`config.mk`:
```
export PLATFORM = sky130hd
export DESIGN_NAME = shift_serdes
export DESIGN_NICKNAME = d
export VERILOG_FILES = /design/src/rtl/shift_pkg.sv /design/src/rtl/shift_serdes_bit_prescaler.sv /design/src/rtl/shift_serdes.sv
export SDC_FILE = /design/constraint.sdc
export NUM_CORES = 1
export LEC_CHECK = 0
export BUFFER_PORTS_ARGS = -buffer_cell sky130_fd_sc_hd__buf_2
export CAP_MARGIN = 40
export CORE_MARGIN = 5
export CORE_UTILIZATION = 42
export DETAILED_ROUTE_END_ITERATION = 8
export PLACE_DENSITY = 0.74
export SLEW_MARGIN = 0
export SYNTH_ARGS = -nofsm -noshare
export SYNTH_HDL_FRONTEND = slang
export SYNTH_SLANG_ARGS = --single-unit
```
`constraint.sdc`:
```
create_clock -name clk -period 3.4 [get_ports clk]
set_input_delay 0.68 -clock clk [delete_from_list [all_inputs] [get_ports clk]]
set_output_delay 0.68 -clock clk [all_outputs]
set_load 0.02 [all_outputs]
```
`src/rtl/shift_pkg.sv`:
```
// Shared types and helpers for the shift_serdes engine.
package shift_pkg;

  typedef enum logic {
    S_IDLE  = 1'b0,
    S_SHIFT = 1'b1
  } state_t;

  // Ceiling log2, usable in constant expressions for port and counter sizing.
  function automatic int unsigned clog2(input int unsigned v);
    int unsigned r;
    r = 0;
    for (int unsigned i = 0; i < 32; i++) begin
      if ((64'(1) << i) < 64'(v)) r = i + 1;
    end
    return r;
  endfunction

endpackage

```
`src/rtl/shift_serdes_bit_prescaler.sv`:
```
// Bit-period down-counter: loads a start value and reloads at zero while enabled.
module bit_prescaler #(
  parameter int unsigned DIV_W = 8
) (
  input  logic             clk,
  input  logic             rst_n,
  input  logic             load,
  input  logic [DIV_W-1:0] load_val,
  input  logic [DIV_W-1:0] reload_val,
  input  logic             en,
  output logic             tick
);

  logic [DIV_W-1:0] cnt;

  assign tick = en && (cnt == '0);

  always_ff @(posedge clk or negedge rst_n) begin
    if (!rst_n) begin
      cnt <= '0;
    end else if (load) begin
      cnt <= load_val;
    end else if (en) begin
      cnt <= (cnt == '0) ? reload_val : cnt - DIV_W'(1);
    end
  end

endmodule

```
`src/rtl/shift_serdes.sv`:
```
// Full-duplex parametrised shift engine: parallel load, serial TX/RX, parallel RX word.
module shift_serdes
  import shift_pkg::*;
#(
  parameter int unsigned WIDTH = 8,
  parameter int unsigned DIV_W = 8
) (
  input  logic             clk,
  input  logic             rst_n,
  input  logic [WIDTH-1:0] din,
  input  logic             load_valid,
  output logic             load_ready,
  input  logic             msb_first,
  input  logic [DIV_W-1:0] div,
  input  logic             sin,
  output logic             sout,
  output logic             busy,
  output logic             eos,
  output logic [WIDTH-1:0] dout,
  output logic             dout_valid
);

  localparam int unsigned CNT_W = clog2(WIDTH + 1);

  state_t             state, state_nxt;
  logic [WIDTH-1:0]   shreg, shreg_nxt;
  logic               dir;
  logic [DIV_W-1:0]   period;
  logic [CNT_W-1:0]   bitcnt;
  logic               tick;
  logic               accept;
  logic               last;

  assign load_ready = (state == S_IDLE);
  assign busy       = (state == S_SHIFT);
  assign accept     = (state == S_IDLE) && load_valid;
  assign last       = tick && (bitcnt == CNT_W'(WIDTH - 1));

  bit_prescaler #(
    .DIV_W (DIV_W)
  ) u_prescaler (
    .clk        (clk),
    .rst_n      (rst_n),
    .load       (accept),
    .load_val   (div),
    .reload_val (period),
    .en         (busy),
    .tick       (tick)
  );

  // TX and RX share one register: the outgoing edge empties as sin fills the other end.
  always_comb begin
    shreg_nxt = shreg;
    if (dir) shreg_nxt = {shreg[WIDTH-2:0], sin};
    else     shreg_nxt = {sin, shreg[WIDTH-1:1]};
  end

  always_ff @(posedge clk or negedge rst_n) begin
    if (!rst_n) state <= S_IDLE;
    else        state <= state_nxt;
  end

  always_comb begin
    state_nxt = state;
    case (state)
      S_IDLE:  if (accept) state_nxt = S_SHIFT;
      S_SHIFT: if (last)   state_nxt = S_IDLE;
      default: state_nxt = S_IDLE;
    endcase
  end

  always_ff @(posedge clk or negedge rst_n) begin
    if (!rst_n) begin
      shreg      <= '0;
      dir        <= 1'b0;
      period     <= '0;
      bitcnt     <= '0;
      sout       <= 1'b0;
      eos        <= 1'b0;
      dout       <= '0;
      dout_valid <= 1'b0;
    end else begin
      eos        <= 1'b0;
      dout_valid <= 1'b0;
      if (accept) begin
        shreg  <= din;
        dir    <= msb_first;
        period <= div;
        bitcnt <= '0;
        sout   <= msb_first ? din[WIDTH-1] : din[0];
      end else if (busy && tick) begin
        shreg  <= shreg_nxt;
        bitcnt <= bitcnt + CNT_W'(1);
        if (last) begin
          sout       <= 1'b0;
          eos        <= 1'b1;
          dout_valid <= 1'b1;
          dout       <= shreg_nxt;
        end else begin
          sout <= dir ? shreg[WIDTH-2] : shreg[1];
        end
      end
    end
  end

endmodule

```
==> impl_metrics.toml, run 1 <==
[timing]
fin_skew_ns = 0.01126
setup_ws_ns = 1.108
grt_setup_unrepaired = "no"
whs_ns = 0.2633
worst_pin_slew_ns = 0.6432
period_share = 0.6741
setup_tns_ns = 0
hold_viol = 0
drv_slew = 0
relSlewSlack = 0.5712
fmax_mhz = 436.3
setup-violations-final = 0
min_period_ns = 2.292

[global_route]
grt_overflow = 0
grt_pass1_wl_um = 7348
grt.total_usage = 0.1427
antenna_found_initial = 0
grt_pass1_vias = 1521
grt_start_max_net_pins = 29

[floorplan]
ioPinCount = 34
die_height_um = 81.67
initial_core_util = 0.4278
design.core.area_um2 = 5042
die_w_um = 81.67
dieArea_um2 = 6669
row_count = 26

[yosys]
syn_area_per_cell_um2 = 11.18
synth-edff-count = 0
synth_cells = 193
synthFlopType = "dfrtp_1"
yosys_warnings = 0
async_reset_ff_frac = 1.000
synth_nets = 217
synth_cell_types = 40
ys_seq_elements = 40
netlist_area_um2 = 2157
seq_area_frac_synth = 0.4640

[setup_path]
cp-end-kind = "primary output"
critPathKind = "flop to primary output"
cp.arrival_ns = 1.61
r2r_end = "u_prescaler.cnt[3]"
reg2reg_depth = 6
critPathLaunchType = "flop"
cp_max_fo = 19
r2r-start = "u_prescaler.cnt[0]"
r2r_slack_ns = 1.11
cp.required_ns = 2.72

[clock_tree]
clock_latency_ns = 0.29
clkSinkCount = 40
clkTransAtPathRegs_ns = 0.09
htree_num_levels = 2
cts_resized = 0
cts-root-buf = "clkbuf_8"
cts_tree = "done"
cts_hold_buf = 0
cts_setup_buffers = 0
cts_buffers = 5
clockBufferDepth = 2

[routing]
ant_nets = 0
drc_errors = 0
drtPass1Iterations = 4
wl_um = 4406
wl_per_cell_um = 14.99
via_count = 1522
drt_iter0_markers = 127
avgViaCountPerCell = 5.177

[final_layout]
diodes = 0
final_common_cell = "dfrtp_1"
final_cell_mix = "dfrtp_1 (40), buf_2 (33), nand2_1 (20)"
post-route-util = 0.4873
drive_gt1_frac = 0.3527
final_net_count = 247
syn_to_final_growth_pct = 13.92

[placement]
dp_hpwl_um = 3203
gp_congestion = 0.8313
dp_slack_ns = 1.103
io_buffer_count = 33

[power]
p_per_area_nw_per_um2 = 629.2
ir_drop_v = 0.0002285
p_leak_nw = 1.113
power_mw = 1.546

[min_path]
hp-class = "input pin to asynchronous set/reset pin"

[status]
status = "finished clean"

[run]
drv_cap = 0
where the power goes:
part / total, mW / switching, mW / internal [mW]
Combinational: 0.462 / 0.224 / 0.238
Sequential: 0.750 / 0.151 / 0.599
Clock: 0.334 / 0.170 / 0.164
Total: 1.55 / 0.545 / 1.00
synth_stat cells (all sizes together) (4+ instances only):
library cell,number,share of area
dfrtp,40,0.46
mux2,25,0.14
nand2,20,0.035
o21ai,18,0.042
mux2i,13,0.060
nor2,9,0.016
buf,8,0.034
clkbuf,6,0.010
a21oi,5,0.012
nand3,5,0.012
nor4,5,0.028
inv,4,0.0070
or3,4,0.013
layout make-up:
class	instances	area, um2
Tap cell	70	87.58
Timing Repair Buffer	37	207.7
Fill cell	470	2585
Clock inverter	2	15.01
Multi-Input combinational cell	135	1049
Inverter	4	15.01
Clock buffer	6	82.58
Sequential cell	40	1001
stage by stage:
step | cells | area (um2)
finish | 294 | 2457
global route | 294 | 2457
detailed placement | 286 | 2360
floorplan | 193 | 2157
CTS | 294 | 2457
global placement | 285 | 2340
routing by layer:
metal / routed length, um / vias up / global-route usage
li1: - / 754 / -
met2: 2131 / 22 / 0.2288
met5: 0 / - / 0
met1: 2079 / 740 / 0.1910
met4: 83 / 0 / 0.05980
met3: 112 / 6 / 0.02412
state kept, by name (all words and copies together), names as in the netlist:
name	cells
shreg	8
period	8
sout	1
dout_valid	1
dir	1
busy	1
dout	8
u_prescaler.cnt	8
bitcnt	4
worst max path at each step:
stage / startpoint / end / slack [ns] / cells past startpoint
floorplan: u_prescaler.cnt[0] / dout[0] / 1.32 / 7
global placement: load_valid / dir / 1.14 / 4
detailed placement: load_valid / dir / 1.10 / 4
CTS: busy / load_ready / 1.13 / 2
global route: u_prescaler.cnt[0] / u_prescaler.cnt[3] / 1.0 / 6
finish: busy / load_ready / 1.11 / 2
logic make-up (layout without fill, tap and decap cells):
| group | count (synthesis) | after routing | synth area share |
|---|---|---|---|
| flops | 40 | 40 | 0.4640 |
| compound gates | 38 | 38 | 0.1131 |
| buf+inv | 18 | 49 | 0.05104 |
| fa+ha+maj | 3 | 3 | 0.01740 |
| mux | 38 | 38 | 0.2048 |
| simple gates | 53 | 53 | 0.1375 |
| xor+xnor | 3 | 3 | 0.01218 |
worst max-delay path, cell delays in order (launching register included):
cell and delay, ns:
dfrtp_1 0.76, inv_1 0.31, buf_2 0.24
No activity file was read; power rests on OpenSTA's default activity.
==> run 2: changes to the inputs <==
--- a/config.mk
+++ b/config.mk
@@ -5,12 +5,13 @@
 export SDC_FILE = /design/constraint.sdc
 export NUM_CORES = 1
 export LEC_CHECK = 0
+export ABC_AREA = 1
 export BUFFER_PORTS_ARGS = -buffer_cell sky130_fd_sc_hd__buf_2
 export CAP_MARGIN = 40
 export CORE_MARGIN = 5
 export CORE_UTILIZATION = 42
 export DETAILED_ROUTE_END_ITERATION = 8
-export PLACE_DENSITY = 0.74
+export PLACE_DENSITY = 0.77
 export SLEW_MARGIN = 0
 export SYNTH_ARGS = -nofsm -noshare
 export SYNTH_HDL_FRONTEND = slang
==> constraint.sdc (replaced) <==
create_clock -name clk -period 2 [get_ports clk]
set_input_delay 0.4 -clock clk [delete_from_list [all_inputs] [get_ports clk]]
set_output_delay 0.4 -clock clk [all_outputs]
set_load 0.02 [all_outputs]
==> run 2 against run 1 <==
Sequential share of layout area about the same. Clock-buffer cell count is 1 higher. Non-clock buffer count is 1 lower. Wire length grew 1.5%. Largest cell class is now flip-flops and latches. Largest power group unchanged.
==> impl_metrics.toml, run 2 <==
[final_layout]
drive_gt1_frac = 0.1897
syn_to_final_growth_pct = 15.62
fin_cells = 378
multi_input_comb_area_um2 = 937.1
final_cell_mix = "nand2_1 (104), dfrtp_1 (40), buf_2 (33)"
post-route-util = 0.5096
final_net_count = 334
final_area_um2 = 2455
diodes = 0
register_area_um2 = 1001
final_common_cell = "nand2_1"
nFillCells = 488

[yosys]
seq_area_frac_synth = 0.4714
synth_top_area_frac = 0.4714
synth_cells = 275
synth-edff-count = 0
synthFlopType = "dfrtp_1"
async_reset_ff_frac = 1.000
yosys_warnings = 0
synth_commonest_cells = "nand2_1 (104), dfrtp_1 (40), inv_1 (26), o21ai_0 (24), nor2_1 (18)"
netlist_area_um2 = 2123
synth_cell_types = 27
syn_area_per_cell_um2 = 7.721
synth.most_common_cell = "nand2_1"
synthTopCellsByArea = "dfrtp_1 (47%), nand2_1 (18%), o21ai_0 (5.7%)"
synth_nets = 299
yosysTopAreaCell = "dfrtp_1"
ys_seq_elements = 40

[routing]
ant_nets = 0
wl_um = 4473
via_count = 1796
avgViaCountPerCell = 4.751
drc_errors = 0
wl_per_cell_um = 11.83
drt_iter0_markers = 115
drtPass1Iterations = 4

[setup_path]
cp-end-kind = "flop"
critPathKind = "flop to flop"
cpMostUsedCell = "nand2_1"
cp_max_fo = 12
crit_start = "u_prescaler.cnt[0]"
cp.arrival_ns = 1.94
crit_slowest_cell = "dfrtp_1"
reg2reg_depth = 8
cp.required_ns = 2.25
path_cells = "inv_1, ha_1, nand2_2, nor2_8, nand3_2, clkinv_1, nand2_1, nand2_1"
r2r-start = "u_prescaler.cnt[0]"
cp_slowest_stage_delay_ns = 0.40
critPathLaunchType = "flop"

[power]
p_leak_nw = 1.335
p_per_area_nw_per_um2 = 1127
power_mw = 2.768
ir_drop_v = 0.0004395

[global_route]
grt.total_usage = 0.1553
grt_pass1_wl_um = 7955
grt_pass1_vias = 1739
grt_start_max_net_pins = 41
antenna_found_initial = 0
grt_overflow = 0

[clock_tree]
htree_num_levels = 2
clockBufferDepth = 2
cts_hold_buf = 0
cts_buffers = 5
cts-root-buf = "clkbuf_8"
clkTransAtPathRegs_ns = 0.08
cts_setup_buffers = 0
clkSinkCount = 40
cts_tree = "done"
cts_resized = 0
clock_latency_ns = 0.30

[timing]
grt_setup_unrepaired = "no"
drv_slew = 0
hold_viol = 0
period_share = 0.8448
setup_tns_ns = 0
whs_ns = 0.1508
relSlewSlack = 0.6661
setup_ws_ns = 0.3105
setup-violations-final = 0
min_period_ns = 1.690
fmax_mhz = 591.9
fin_skew_ns = 0.007539
worst_pin_slew_ns = 0.5009

[floorplan]
initial_core_util = 0.4408
die_height_um = 81.10
row_count = 25
design.core.area_um2 = 4817
die_w_um = 81.10
ioPinCount = 34
dieArea_um2 = 6577

[placement]
dp.cells = 370
io_buffer_count = 33
gp_congestion = 0.8405
dp_slack_ns = 0.3108
place_area_um2 = 2328
dp_hpwl_um = 3149

[status]
status = "finished clean"

[run]
drv_cap = 0

[min_path]
hp-class = "input pin to asynchronous set/reset pin"
==> run 2: cell types whose count changed in the layout (fill, tap and decap cells not counted), moves of 4 or more <==
cell | before | now
nand2_1 | 20 | 104
mux2i_1 | 13 | 0
o21ai_0 | 17 | 24
a21oi_1 | 5 | 9
mux2_4 | 8 | 0
nor2_1 | 9 | 18
o21bai_1 | 0 | 4
nand3_1 | 5 | 13
mux2_2 | 17 | 0
inv_1 | 4 | 26
==> run 2: layout make-up <==
type | count | area share
Sequential cell | 40 | 0.4077
Multi-Input combinational cell | 196 | 0.3818
Timing Repair Buffer | 36 | 0.07645
Inverter | 31 | 0.04842
Clock buffer | 7 | 0.03925
Tap cell | 67 | 0.03415
Clock inverter | 1 | 0.01223
==> run 2: cells by family after synthesis <==
kind of cell,share of synthesized area
AOI/OAI and AO/OA,0.1161
xor gates and xnor gates,0.01650
DFF,0.4714
buffers and inverters,0.08721
adders and majority gates,0.01768
and+or+nand+nor,0.2911
==> run 2: layer usage <==
metal | GRT usage | share of wire
met5 | 0 | 0
met1 | 0.2112 | 0.48
met2 | 0.2315 | 0.45
met4 | 0.07095 | 0.019
met3 | 0.03991 | 0.048
==> run 2: where the power goes <==
| group | switching [mW] | internal [mW] | total, mW | leakage [nW] |
|---|---|---|---|---|
| logic | 0.514 | 0.322 | 0.836 | 0.775 |
| registers | 0.170 | 1.03 | 1.20 | 0.496 |
| clock network | 0.288 | 0.440 | 0.728 | 0.0645 |
==> run 2: worst max-delay path: cells and delay by family (launching register included) <==
family                     cells  cell delay [ns]
buffers and inverters          2             0.35
and+or+nand+nor                5             0.71
adders and majority gates      1             0.17
DFF                            1             0.40
==> run 2: worst paths after layout <==
kind | slack, ns | to
worst max-delay path | 0.31 | dout[1]
worst min-delay path | 0.15 | shreg[3]
worst max register to register | 0.31 | dout[1]
worst min register to register | 0.48 | dout[1]
max in group asynchronous | 1.50 | bitcnt[1]
min in group clk | 0.32 | period[0]
==> run 3: changes to the inputs <==
==> constraint.sdc (replaced) <==
create_clock -name clk -period 1.45 [get_ports clk]
set_input_delay 0.29 -clock clk [delete_from_list [all_inputs] [get_ports clk]]
set_output_delay 0.29 -clock clk [all_outputs]
set_load 0.02 [all_outputs]
==> run 3 against run 2 <==
Sequential power increased by 39%. First-iteration DRC count decreased by 4.3%. Global-route usage increased by 1.5 points. Worst hold slack improved by 0.069 ns. Wire length increased by 13%. Utilization increased by 4.1 points. Sequential cell count unchanged. Die area unchanged. Clock-buffer cell count unchanged.
==> impl_metrics.toml, run 3 (synthesis gave the netlist of run 2 again) <==
[status]
status = "finished clean"

[timing]
setup-violations-final = 0
drv_slew = 0
setup_tns_ns = 0
period_share = 0.9649
fin_skew_ns = 0.007063
min_period_ns = 1.399
hold_viol = 0
relSlewSlack = 0.7717
worst_pin_slew_ns = 0.3425
fmax_mhz = 714.7

[routing]
drt_iter0_markers = 110
ant_nets = 0
via_count = 1911
avgViaCountPerCell = 4.875
wl_per_cell_um = 12.86
wl_um = 5040
drc_errors = 0
drtPass1Iterations = 4

[setup_path]
cp_slowest_stage_delay_ns = 0.41
cp.required_ns = 1.16
critPathKind = "flop to primary output"
reg2reg_depth = 7
critPathTopFamily = "flip-flops"
cp.arrival_ns = 1.11
crit_slowest_cell = "dfrtp_1"
cp_max_fo = 8
cp-end-kind = "primary output"
r2r_end = "shreg[0]"
critPathLaunchType = "flop"
r2r_slack_ns = 0.07
r2r-start = "u_prescaler.cnt[7]"
path_cells = "buf_4, buf_2"
cp.buffers_inverters = 2

[floorplan]
initial_core_util = 0.4408
design.core.area_um2 = 4817
die_height_um = 81.10
die_w_um = 81.10
ioPinCount = 34
row_count = 25
dieArea_um2 = 6577

[min_path]
min_to = "period[2]"
hp-start = "div[2]"
hp-class = "input pin to flop"
min_path_cells = 3

[run]
drv_cap = 0

[final_layout]
diodes = 0
syn_to_final_growth_pct = 24.81
final_net_count = 348
final_cell_mix = "nand2_1 (104), dfrtp_1 (40), buf_2 (33)"
drive_gt1_frac = 0.2431
final_common_cell = "nand2_1"
post-route-util = 0.5501

[clock_tree]
cts_buffers = 5
cts-root-buf = "clkbuf_8"
clockBufferDepth = 2
clkTransAtPathRegs_ns = 0.08
cts_tree = "done"
htree_num_levels = 2
clkSinkCount = 40
clock_latency_ns = 0.30

[global_route]
antenna_found_initial = 0
grt.total_usage = 0.1700
grt_overflow = 0
grt_pass1_vias = 1837
grt_start_max_net_pins = 28
grt_pass1_wl_um = 8542

[power]
ir_drop_v = 0.0006789
p_leak_nw = 1.421
p_per_area_nw_per_um2 = 1540

[placement]
dp_hpwl_um = 3629
gp_congestion = 0.8677
io_buffer_count = 33
-- run 3: changes by cell type in the layout (fill, tap and decap cells not counted), moves of 3 or more --
cell and delta:
o21ai_1 +3, buf_12 +3, buf_4 +8, o21ai_0 -3
-- run 3: worst max-delay path by stage --
| stage | from | endpoint | cells after the start | slack, ns |
|---|---|---|---|---|
| global route | u_prescaler.cnt[3] | shreg[4] | 8 | -0.001 |
| detailed placement | u_prescaler.cnt[0] | dout[7] | 8 | 0.03 |
| global placement | u_prescaler.cnt[0] | dout[4] | 8 | 0.07 |
| CTS | u_prescaler.cnt[0] | dout[6] | 8 | 0.01 |
| floorplan | busy | shreg[0] | 8 | 0.04 |
| finish | busy | busy | 2 | 0.05 |
-- run 3: final cells by class --
cell class              count  area [um2]
inverters                  31       128.9
multi-input cells         196       969.7
fillers                   447        2167
well taps                  67       83.83
repair buffers             50       340.3
flip-flops and latches     40        1001
clock inverters             1       30.03
clock buffers               7       96.34
-- run 3: power by group --
part | total, mW | switching (mW) | leakage, nW | internal [mW]
Combinational | 1.40 | 0.799 | 0.861 | 0.605
Clock | 1.01 | 0.398 | 0.0645 | 0.607
Sequential | 1.67 | 0.245 | 0.496 | 1.43
Total | 4.08 | 1.44 | 1.42 | 2.64
-- run 3: routing by layer --
layer | global-route usage | vias up | part of all wire
li1 | - | 959 | -
met3 | 0.03659 | 10 | 0.044
met1 | 0.2286 | 895 | 0.46
met4 | 0.06926 | 0 | 0.018
met5 | 0 | - | 0
met2 | 0.2660 | 47 | 0.47
-- run 3: worst min-delay path, delay by kind of cell --
family | cells | cell delay, ns
AOI/OAI and AO/OA | 1 | 0.06
and+or+nand+nor | 1 | 0.05
buffers and inverters | 1 | 0.07
-- run 3: what timing repair did --
action                     CTS  global route
setup endpoints to repair    0            30
gates resized for setup      0            16
hold buffers                 1             0
hold endpoints to repair    13             0
buffers inserted             0             4
-- run 3: through the flow --
stage,power [mW],std cells,instance area (um2),setup WS [ns],hold slack (ns)
after floorplan,2.532,275,2123,0.04203,-0.005591
after global placement,2.846,379,2434,0.06934,0.2099
after detailed placement,2.914,379,2434,0.02910,0.2139
after CTS,3.917,388,2570,0.01424,0.2216
after global routing,4.379,392,2650,-0.001263,0.2396
final,4.081,392,2650,0.05088,0.2195
